`src/rtl/color_fsm_driver.sv`:
```
// rtl/color_fsm_driver.sv - request/response driver for an external Red/Blue Mealy colour FSM
// Tracks a shadow of the colour FSM, issues one-cycle commands and reports checked completions.
module color_fsm_driver #(
  parameter int         CNT_W    = 8,
  parameter logic [1:0] IDLE_CMD = 2'h3
) (
  input  logic             clk,
  input  logic             rst,
  input  logic             req_valid,
  input  logic             req_color,
  output logic             req_ready,
  output logic [1:0]       cmd,
  input  logic [1:0]       rsp,
  output logic             done_valid,
  output logic             done_error,
  output logic             done_color,
  input  logic             done_ready,
  output logic             cur_color,
  output logic [CNT_W-1:0] txn_count,
  output logic [CNT_W-1:0] err_count
);

  localparam logic [1:0] CMD_TOGGLE   = 2'h1;
  localparam logic [1:0] CMD_HOLD_RED = 2'h0;
  localparam logic [1:0] RSP_RED      = 2'h2;
  localparam logic [1:0] RSP_BLUE     = 2'h1;
  localparam logic       RED          = 1'b1;
  localparam logic       BLUE         = 1'b0;
  localparam logic [CNT_W-1:0] CNT_MAX = {CNT_W{1'b1}};

  typedef enum logic [1:0] {
    S_IDLE  = 2'd0,
    S_DRIVE = 2'd1,
    S_RESP  = 2'd2
  } state_t;

  state_t           state;
  state_t           state_nxt;
  logic             shadow;
  logic             shadow_upd;
  logic             accept;
  logic             need_cmd;
  logic [1:0]       cmd_q;
  logic [1:0]       exp_q;
  logic             err_q;
  logic             dcol_q;
  logic [CNT_W-1:0] txn_q;
  logic [CNT_W-1:0] errc_q;

  assign accept   = req_valid & req_ready;
  // Blue->Blue is the only request that needs no command: the FSM is already there.
  assign need_cmd = (req_color != shadow) || (req_color == RED);

  always_comb begin
    shadow_upd = shadow;
    if (rsp == RSP_RED)
      shadow_upd = RED;
    else if (rsp == RSP_BLUE)
      shadow_upd = BLUE;
  end

  always_ff @(posedge clk or posedge rst) begin
    if (rst)
      state <= S_IDLE;
    else
      state <= state_nxt;
  end

  always_comb begin
    state_nxt = state;
    case (state)
      S_IDLE:  if (accept) state_nxt = need_cmd ? S_DRIVE : S_RESP;
      S_DRIVE: state_nxt = S_RESP;
      S_RESP:  if (done_ready) state_nxt = S_IDLE;
      default: state_nxt = S_IDLE;
    endcase
  end

  always_comb begin
    req_ready  = (state == S_IDLE);
    done_valid = (state == S_RESP);
  end

  always_ff @(posedge clk or posedge rst) begin
    if (rst) begin
      cmd_q  <= IDLE_CMD;
      exp_q  <= RSP_RED;
      shadow <= RED;
      err_q  <= 1'b0;
      dcol_q <= RED;
      txn_q  <= '0;
      errc_q <= '0;
    end else begin
      case (state)
        S_IDLE: begin
          if (accept) begin
            if (need_cmd) begin
              cmd_q <= (req_color != shadow) ? CMD_TOGGLE : CMD_HOLD_RED;
              exp_q <= (req_color == RED) ? RSP_RED : RSP_BLUE;
            end else begin
              err_q  <= 1'b0;
              dcol_q <= shadow;
            end
          end
        end
        S_DRIVE: begin
          // rsp is the Mealy answer to the command currently on cmd.
          cmd_q  <= IDLE_CMD;
          err_q  <= (rsp != exp_q);
          shadow <= shadow_upd;
          dcol_q <= shadow_upd;
        end
        S_RESP: begin
          if (done_ready) begin
            txn_q <= txn_q + CNT_W'(1);
            if (err_q && (errc_q != CNT_MAX))
              errc_q <= errc_q + CNT_W'(1);
          end
        end
        default: ;
      endcase
    end
  end

  assign cmd        = cmd_q;
  assign done_error = err_q;
  assign done_color = dcol_q;
  assign cur_color  = shadow;
  assign txn_count  = txn_q;
  assign err_count  = errc_q;

endmodule

```
`config.mk`:
```
export PLATFORM = sky130hd
export DESIGN_NAME = color_fsm_driver
export DESIGN_NICKNAME = d
export VERILOG_FILES = /design/src/rtl/color_fsm_driver.sv
export SDC_FILE = /design/constraint.sdc
export NUM_CORES = 1
export LEC_CHECK = 0
export CAP_MARGIN = 20
export CORE_MARGIN = 2
export CORE_UTILIZATION = 40
export DETAILED_ROUTE_END_ITERATION = 12
export HOLD_SLACK_MARGIN = 0.02
export PLACE_DENSITY_LB_ADDON = 0.05
export RECOVER_POWER = 100
export SLEW_MARGIN = 30
export SYNTH_ARGS = -nofsm -noshare
export SYNTH_HDL_FRONTEND = slang
export SYNTH_SLANG_ARGS = --single-unit
```
`constraint.sdc`:
```
create_clock -name clk -period 5.71 [get_ports clk]
set_clock_uncertainty 0.15 [all_clocks]
set_input_delay 0.571 -clock clk [delete_from_list [all_inputs] [get_ports clk]]
set_output_delay 0.571 -clock clk [all_outputs]
set_load 0.01 [all_outputs]
```
## Yosys cells after proc, flatten, opt, wreduce, memory -nomap -nowiden

Index checks and enable logic that the tools add are counted.
Widths: inputs -> output; s select.

| word-level totals | value |
|---|---|
| flip-flop bits (word level) | 25 |
| input port bits | 7 |
| output and inout bits | 23 |
| word-level logic and storage cells | 49 |

| cells by class | value |
|---|---|
| add/subtract/negate cells | 2 |
| eq/ne operators | 11 |
| multiplexer cells | 17 |
| bitwise operators | 1 |
| reduce and logical (&&, ||, !) cells | 10 |

Operators by type and width:

| kind | number |
|---|---|
| $add 8x1->8 const B | 2 |
| $mux 2 | 6 |
| $reduce_and 3->1 | 4 |
| $ne 8x8->1 const B | 1 |
| $mux 1 | 7 |
| $ne 2x1->1 const B | 3 |
| $pmux 2 s3 | 1 |
| $eq 2x1->1 const B | 2 |
| $eq 2x2->1 const B | 2 |
| $pmux 1 s2 | 2 |
| $pmux 2 s2 | 1 |
| $reduce_and 2->1 | 2 |
| $logic_not 2->1 | 1 |
| $ne 2x2->1 | 1 |
| $ne 2x2->1 const B | 1 |
| $reduce_bool 2->1 | 1 |
| $and 1x1->1 | 1 |
| $logic_and 1x1->1 | 1 |
| $logic_or 1x1->1 | 1 |
| $ne 1x1->1 | 1 |

## Longest topological paths before layout

Gate-level depths: netlist of run 1.

| logic depth | value |
|---|---|
| depth after elaboration | 5 |
| mapped depth | 5 |
| depth with buffers taken out | 5 |

## Worst setup path before layout of run 1

Ideal clock, no wire load.

| path | value |
|---|---|
| kind | input -> register |
| start point | in req_color |
| end point | reg exp_q[0] |
| library setup time | 125 ps |
| arrival | 1662 ps |
| required time | 5435 ps |
| setup slack | 3773 ps |
| stages on the path | 5 |
| buffers on the path | 0 |
| path through | inv_1 -> ha_1 -> or3b_1 -> nor2_2 -> mux2_2 |

| on the way | value |
|---|---|
| cells in the longest elaborated chain, start to end | 3 |
| elaborated cells on any way between the ends | 4 |
| classes of those cells | eq/ne (1); mux (1); reduce/logical (2) |

Ends and longest elaborated chain:

| what | RTL line | text |
|---|---|---|
| start: declaration | 10 | `input logic req_color,` |
| $ne 1x1->1 | 52 | `assign need_cmd = (req_color != shadow) \|\| (req_color == RED);` |
| $logic_or 1x1->1 | 52 |  |
| $reduce_and 3->1 (no line) | n/a |  |
| end signal: assignment | 99 | `exp_q <= (req_color == RED) ? RSP_RED : RSP_BLUE;` |
| end: declaration | 44 | `logic [1:0] exp_q;` |

Several ways; a longest one is shown, not always the timed one.
A chain may end at the register's enable or synchronous reset.

## Worst setup path after layout of run 1

| path | value |
|---|---|
| start point | reg state[0] |
| end point | out done_valid |

| on the way | value |
|---|---|
| cells in the longest elaborated chain, start to end | 1 |

Ends and longest elaborated chain:

| what | RTL line | text |
|---|---|---|
| start: declaration | 37 | `state_t state;` |
| start signal: assignment | 66 | `state <= state_nxt;` |
| $eq 2x2->1 | 81 | `done_valid = (state == S_RESP);` |
| end: declaration | 14 | `output logic done_valid,` |

Every way passes these cells.

==> summary.md, run 1 <==
| Metric | Value |
|---|---|
| Mean number of vias per cell | around 5.2 |
| Largest net degree at the start of global routing | 26 |
| R2r setup slk | between 3000 and 4000 ps |
| CP Max Fanout | 10 |
| WHS Endpoint | cmd[1] |
| Post-synth EDFFs | 0 |
| DR pass1 iterations | 4 |
| Clk root buf | clkbuf_4 |
| Final Instance Area | around 1500 sq um |
| Grt ovf | 0 |
| Drc violations | 0 |
| Hold WC Path Type | reg -> reg |
| Synth Cell Area | 1240 sq um |
| Slew Viols, Final | 0 |
| Met1 Usage GRT | between 20% and 30% |
| Die W | 59.7 microns |
| Rows | 20 |
| Status | complete, no violations |
| Synth unique cells | 37 |
| CTS tree | done |
| Port Buffer Count | 29 |
| Synth Register Bits | 25 |
| Total CTS buffers | 3 |
| Simple-gate share of the synthesized area | between 10% and 20% |
| Post-Syn Instances | 110 |
| Largest family of logic cells by synthesized area | simple AND/OR/NAND/NOR gates |
| Area after DPL | between 1500 and 2000 sq um |
| Worst flop-to-flop path endpoint | exp_q[0] |
| Die height | between 50 and 60 microns |
| Final hold violations | 0 |
| R2r worst-path depth | 5 |
| H-tree levels | 1 |
| FMAX | 419 MHz |
| RePlAce Congestion | around 0.85 |
| Diodes inserted | 0 |
| CTS sink cnt | 25 |
| Reg area | 632 sq um |
| Crit path launch type | flop |
| Reg2reg start | cur_color |
| Postcts setup bufs | 0 |
| Worst slew pin tran | between 900 and 1000 ps |
| GRT met2 Usage | 24.5% |
| CP arrival | ~1700 ps |
| Crit. End Element | output pin |
| CTS clock-pin slew for the worst setup and hold paths | approximately 150 ps |
| Post-synthesis area per instance | between 10 and 15 sq um |
| Post-synth ARST share | between 90% and 100% |
| Top Ports | 30 |
| Commonest non-fill, non-tap cells in the layout | 26 x dlygate4sd3_1, 20 x dfrtp_1, 10 x nand2_1 |
| Setup-failing EPs final | 0 |
| Hold_buf cts | 0 |
| Initial Util | 41.4% |
| Yosys warns | 0 |
| Commonest non-fill, non-tap cell in the layout | dlygate4sd3_1 |
| Fill cells | a little under 300 |
| Mapped Nets | 120 |
| Mux share of post-synthesis cell area | 6.34% |
| Antenna-violating nets left | 0 |
| M3 GR Usage | under 10% |
| Total wire length | 2400 microns |
| GRT busiest layer | met2 |
| Core region area | around 3000 sq um |
| CTS Buffer Depth | 2 |
| Post-Synth Adder-Cell Area | ~3.0% |
| Area grow syn2layout | 24.7% |
| Main flop type after synthesis | dfrtp_1 |
| IR drop worst, VDD | around 210 uV |
| Min-delay src | cmd[1] |
| Compound-cell area share of the yosys netlist | between 7 and 8% |
| Kind of critical path | reg -> out |
| RSZ-0062 raised after global routing | no |
| Seq/Total Area, Yosys | 50.9% |
| Die Area | roughly 3600 sq um |
| Initial antenna violation count | 0 |
| Final nets | between 150 and 200 |
| Global-route wire length before repair | 4120 microns |
| Maxcap violations | 0 |
| Vias in the first global route | around 900 |
| P_leak | 0.000709 uW |
| Min Tclk post-route | 2380 ps |
| Via count | about 900 |
| Layout cell share with drive strength beyond 1 | a little over a tenth |
| Pre-CTS setup slack | 3190 ps |
| Power Density | ~380 nW/um^2 |
| Placed insts | approximately 170 |
| Total negative slack | 0 ps |
| Initial DRC Count | 31 |
| # resized after CTS | 0 |
| Relative slew slack | between 30% and 40% |
| Tcrit/Tclk final | 41.8% |
| Gr usage total | 15.6% |
| Wire per inst | 13.8 microns |
| Detailed placement HPWL | roughly 1800 microns |
| Worst-skew pair later-pin latency | 330 ps |
| Setup WS post-layout | between 3000 and 4000 ps |
| CP required | between 4000 and 5000 ps |
| Post-Layout Cell Count | 173 |
| Post-Synth XOR/XNOR Area | a little under a tenth |
| Multi-input logic area | around 540 sq um |
| Hold Path Cell Cnt | 2 |
-- worst max path at each step --
stage / endpoint / startpoint / depth (start not counted) / slack, ps
floorplan: exp_q[0] / req_color / 5 / 3770
CTS: done_valid / state[1] / 3 / 3350
detailed placement: exp_q[0] / req_color / 6 / 3190
global placement: exp_q[0] / req_color / 6 / 3250
global route: done_valid / state[0] / 4 / 3180
finish: done_valid / state[0] / 4 / 3330
-- kinds of logic after synthesis --
kind of cell,after synthesis
AOI/OAI and AO/OA,14
DFF,25
xor gates and xnor gates,13
buffers and inverters,9
muxes,7
adders and majority gates,3
and+or+nand+nor,39
-- area by class of cell --
type / instances / area share (%)
Sequential cell: 25 / 40.8
Multi-Input combinational cell: 76 / 34.6
Timing Repair Buffer: 29 / 18.7
Tap cell: 33 / 2.67
Clock buffer: 3 / 1.45
Inverter: 6 / 1.45
Clock inverter: 1 / 0.323
-- cells in the mapped netlist (all sizes together), types with 2 or more instances --
cell    count  area (sq um)
a21oi       4          20.0
and3        3          18.8
buf         2          18.8
dfrtp      20           500
dfstp       5           131
ha          3          37.5
inv         6          22.5
mux2        7          78.8
nand2      10          37.5
nand2b      2          12.5
nand3       2          10.0
nand4       5          31.3
nand4b      2          32.5
nor2        4          17.5
nor2b       2          12.5
nor3        3          15.0
o211ai      2          15.0
o21ai       3          15.0
xnor2       9          78.8
xor2        4          35.0
-- power by group --
group / switching, uW / internal [uW]
sequential: 59.8 / 235
clock: 54.2 / 26.2
combinational: 89.3 / 118
-- flip-flops by register name, indices dropped and copies added (netlist names) --
signal and cells:
err_count 8, done_error 1, cur_color 1, done_color 1, exp_q 2, txn_count 8
cmd 2, state 2
-- routing by layer --
layer	wire (microns)	part of all wire, %	vias up
li1	-	-	447
met2	1130	47	25
met5	0	0	-
met4	24	1.0	0
met1	1130	47	425
met3	114	4.8	2
-- stage by stage --
step	hold WS, ps	utilization [%]	power, uW
global route	346	51.6	633
finish	326	51.6	582
CTS	325	52.6	618
global placement	307	51.7	530
floorplan	315	-	415
detailed placement	306	51.7	535
-- critical path: stages (launching register included) --
cell,delay [ps]
dfrtp_1,530
inv_1,100
nand2_1,90
inv_1,40
dlygate4sd3_1,600
(Power assumes the default switching activity.)
==> inputs of run 2 (changes only) <==
Clock period 5.71 ns to 2.2 ns, I/O delays scaled along.
==> run 2 against run 1 <==
Routed wire length down 1.2%; sequential share of layout area down 0.49 points; non-clock buffer count up 1; highest routed layer unchanged; combinational power rose to 2.6 times the previous value; register-to-register slack worse by 3500 ps; hold slack worse by 5.9 ps; count of clock-buffer cells in the layout unchanged; sequential cell count unchanged; critical path depth up 1.
==> summary.md, run 2 (synthesis results as in run 1) <==
| Metric | Value |
|---|---|
| Status | complete, no violations |
| Layout Utilization | 52.2% (+0.62 points) |
| Via count | 924 (+2.8%) |
| Initial Util | 41.4% (unchanged) |
| CTS clock-pin slew for the worst setup and hold paths | 140 ps (about the same) |
| Final hold violations | 0 (unchanged) |
| P_leak | 0.000726 uW (+2.4%) |
| Pint | 990 uW (+160%) |
| Commonest non-fill, non-tap cell in the layout | dlygate4sd3_1 |
| Slew Viols, Final | 0 (unchanged) |
| Clock Power Share | 13.3% (-0.5 points) |
| Postcts setup bufs | 0 (unchanged) |
| Vias in the first global route | 917 (+2.8%) |
| Total wire length | 2370 microns (-1.2%) |
| Sequential power share | 51.0% (+0.4 points) |
| Worst flop-to-flop path endpoint | exp_q[0] |
| Switching power share of the total | 34.9% (about the same) |
| CTS Buffer Depth | 2 (unchanged) |
| Total CTS buffers | 3 (unchanged) |
| Core region area | 3000 sq um (unchanged) |
| Post-Layout Cell Count | 174 (+0.58%) |
| Die W | 59.7 microns (unchanged) |
| CP arrival | 2100 ps (+440 ps) |
| Layout cell share with drive strength beyond 1 | 11.3% (+0.63 points) |
| CTS sink cnt | 25 (unchanged) |
| RePlAce Congestion | 0.832 (-2.5%) |
| Min-delay src | cmd[1] |
| Grt ovf | 0 (unchanged) |
| Die Area | 3570 sq um (unchanged) |
| Worst hold slack | 320 ps (-5.91 ps) |
| DR pass1 iterations | 4 (unchanged) |
| Gate power share | 35.7% (about the same) |
| Min Tclk post-route | between 2000 and 2500 ps |
| RSZ-0062 raised after global routing | no |
| Pre-CTS setup slack | 24.5 ps (-3170 ps) |
| Diodes inserted | 0 (unchanged) |
| Total negative slack | 0 ps (unchanged) |
| Tcrit/Tclk final | ~92% |
| Reg2reg start | cur_color |
| FMAX | about 500 MHz |
| Hold_buf cts | 0 (unchanged) |
| Worst slew pin tran | 1300 ps (+363 ps) |
| Placed insts | 170 (+0.59%) |
| Setup-failing EPs final | 0 (unchanged) |
| Gr usage total | 15.3% (-0.36 points) |
| Power Density | 970 nW/um^2 (+160%) |
| Final nets | 152 (+0.66%) |
| CP Max Fanout | 3 (-7) |
| Area grow syn2layout | 26.2% |
| Rows | 20 (unchanged) |
| H-tree levels | 1 (unchanged) |
| Mean number of vias per cell | 5.31 (+2.2%) |
| Worst-skew pair later-pin latency | 320 ps (about the same) |
| Crit path launch type | flop |
| Initial DRC Count | 43 (+39%) |
| Clk root buf | clkbuf_4 |
| IR drop worst, VDD | 649 uV (+200%) |
| Drc violations | 0 (unchanged) |
| CTS tree | done |
| R2r worst-path depth | 5 (unchanged) |
| Launch point of the critical path | cur_color |
| Die height | 59.7 microns (unchanged) |
| Detailed placement HPWL | 1780 microns (-0.15%) |
| # resized after CTS | 0 (unchanged) |
| Maxcap violations | 0 (unchanged) |
| Relative slew slack | 13.1% (-24 points) |
| CP required | 2280 ps (-2710 ps) |
| Wire per inst | 13.6 microns (-1.8%) |
| Crit. End Element | flop |
| R2r setup slk | 180 ps (-3540 ps) |
| Kind of critical path | reg -> reg |
| Port Buffer Count | 29 (unchanged) |
| Global-route wire length before repair | 4090 microns (-0.68%) |
| Initial antenna violation count | 0 (unchanged) |
| Hold WC Path Type | reg -> reg |
| Antenna-violating nets left | 0 (unchanged) |
| Setup WS post-layout | 176 ps (-3150 ps) |
| Crit path to | exp_q[0] |
| Commonest non-fill, non-tap cells in the layout | 23 x dlygate4sd3_1, 20 x dfrtp_1, 10 x nand2_1 |
| Top Ports | 30 (unchanged) |
| Largest net degree at the start of global routing | 26 (unchanged) |
| Sw Pwr | 531 uW (+160%) |
run 2: cell types whose count changed in the layout (fill, tap and decap cells not counted):
| cell | change |
|---|---|
| dlygate4sd3_1 | -3 |
| clkbuf_1 | +1 |
| nand4b_1 | -1 |
| nand4b_4 | +1 |
| clkdlybuf4s50_1 | +3 |
run 2: critical path, stage by stage, from the launching register on:
cell	delay [ps]
dfstp_1	550
inv_1	70
ha_1	210
or3b_1	400
nor2_1	210
mux2_2	360
run 2: power by group through the flow:
stage	combinational [uW]	clock, uW	sequential, uW
6_report	543	202	776
2_1_floorplan	285	0	793
5_1_grt	600	236	803
4_1_cts	600	217	782
3_5_place_dp	598	0	790
3_3_place_gp	590	0	788
run 2: area by class of cell:
class                           count  area, sq um
Clock buffer                        3         22.5
Clock inverter                      1         5.00
Fill cell                         287         1440
Inverter                            6         22.5
Multi-Input combinational cell     76          551
Sequential cell                    25          632
Tap cell                           33         41.3
Timing Repair Buffer               30          294
run 2: stage by stage:
stage,total power [uW],instance area [sq um]
floorplan,1080,1240
global placement,1380,1560
detailed placement,1390,1560
CTS,1600,1590
global route,1640,1570
finish,1520,1570
run 2: routing by layer:
metal / part of all wire, % / up-vias / wire, microns / GRT usage (%)
li1: - / 453 / - / -
met4: 0.80 / 0 / 19 / 2.86
met1: 46 / 444 / 1090 / 19.7
met3: 4.0 / 2 / 95 / 4.55
met5: 0 / - / 0 / 0
met2: 49 / 25 / 1170 / 25.6
run 2: how the worst min path moves through the flow:
| stage | end | slack (ps) | cells past startpoint |
|---|---|---|---|
| finish | cmd[1] | 320 | 2 |
| global route | cmd[1] | 370 | 2 |
| CTS | err_count[0] | 80 | 3 |
| detailed placement | cmd[1] | 310 | 2 |
| global placement | txn_count[7] | 310 | 1 |
| floorplan | done_error | 90 | 1 |
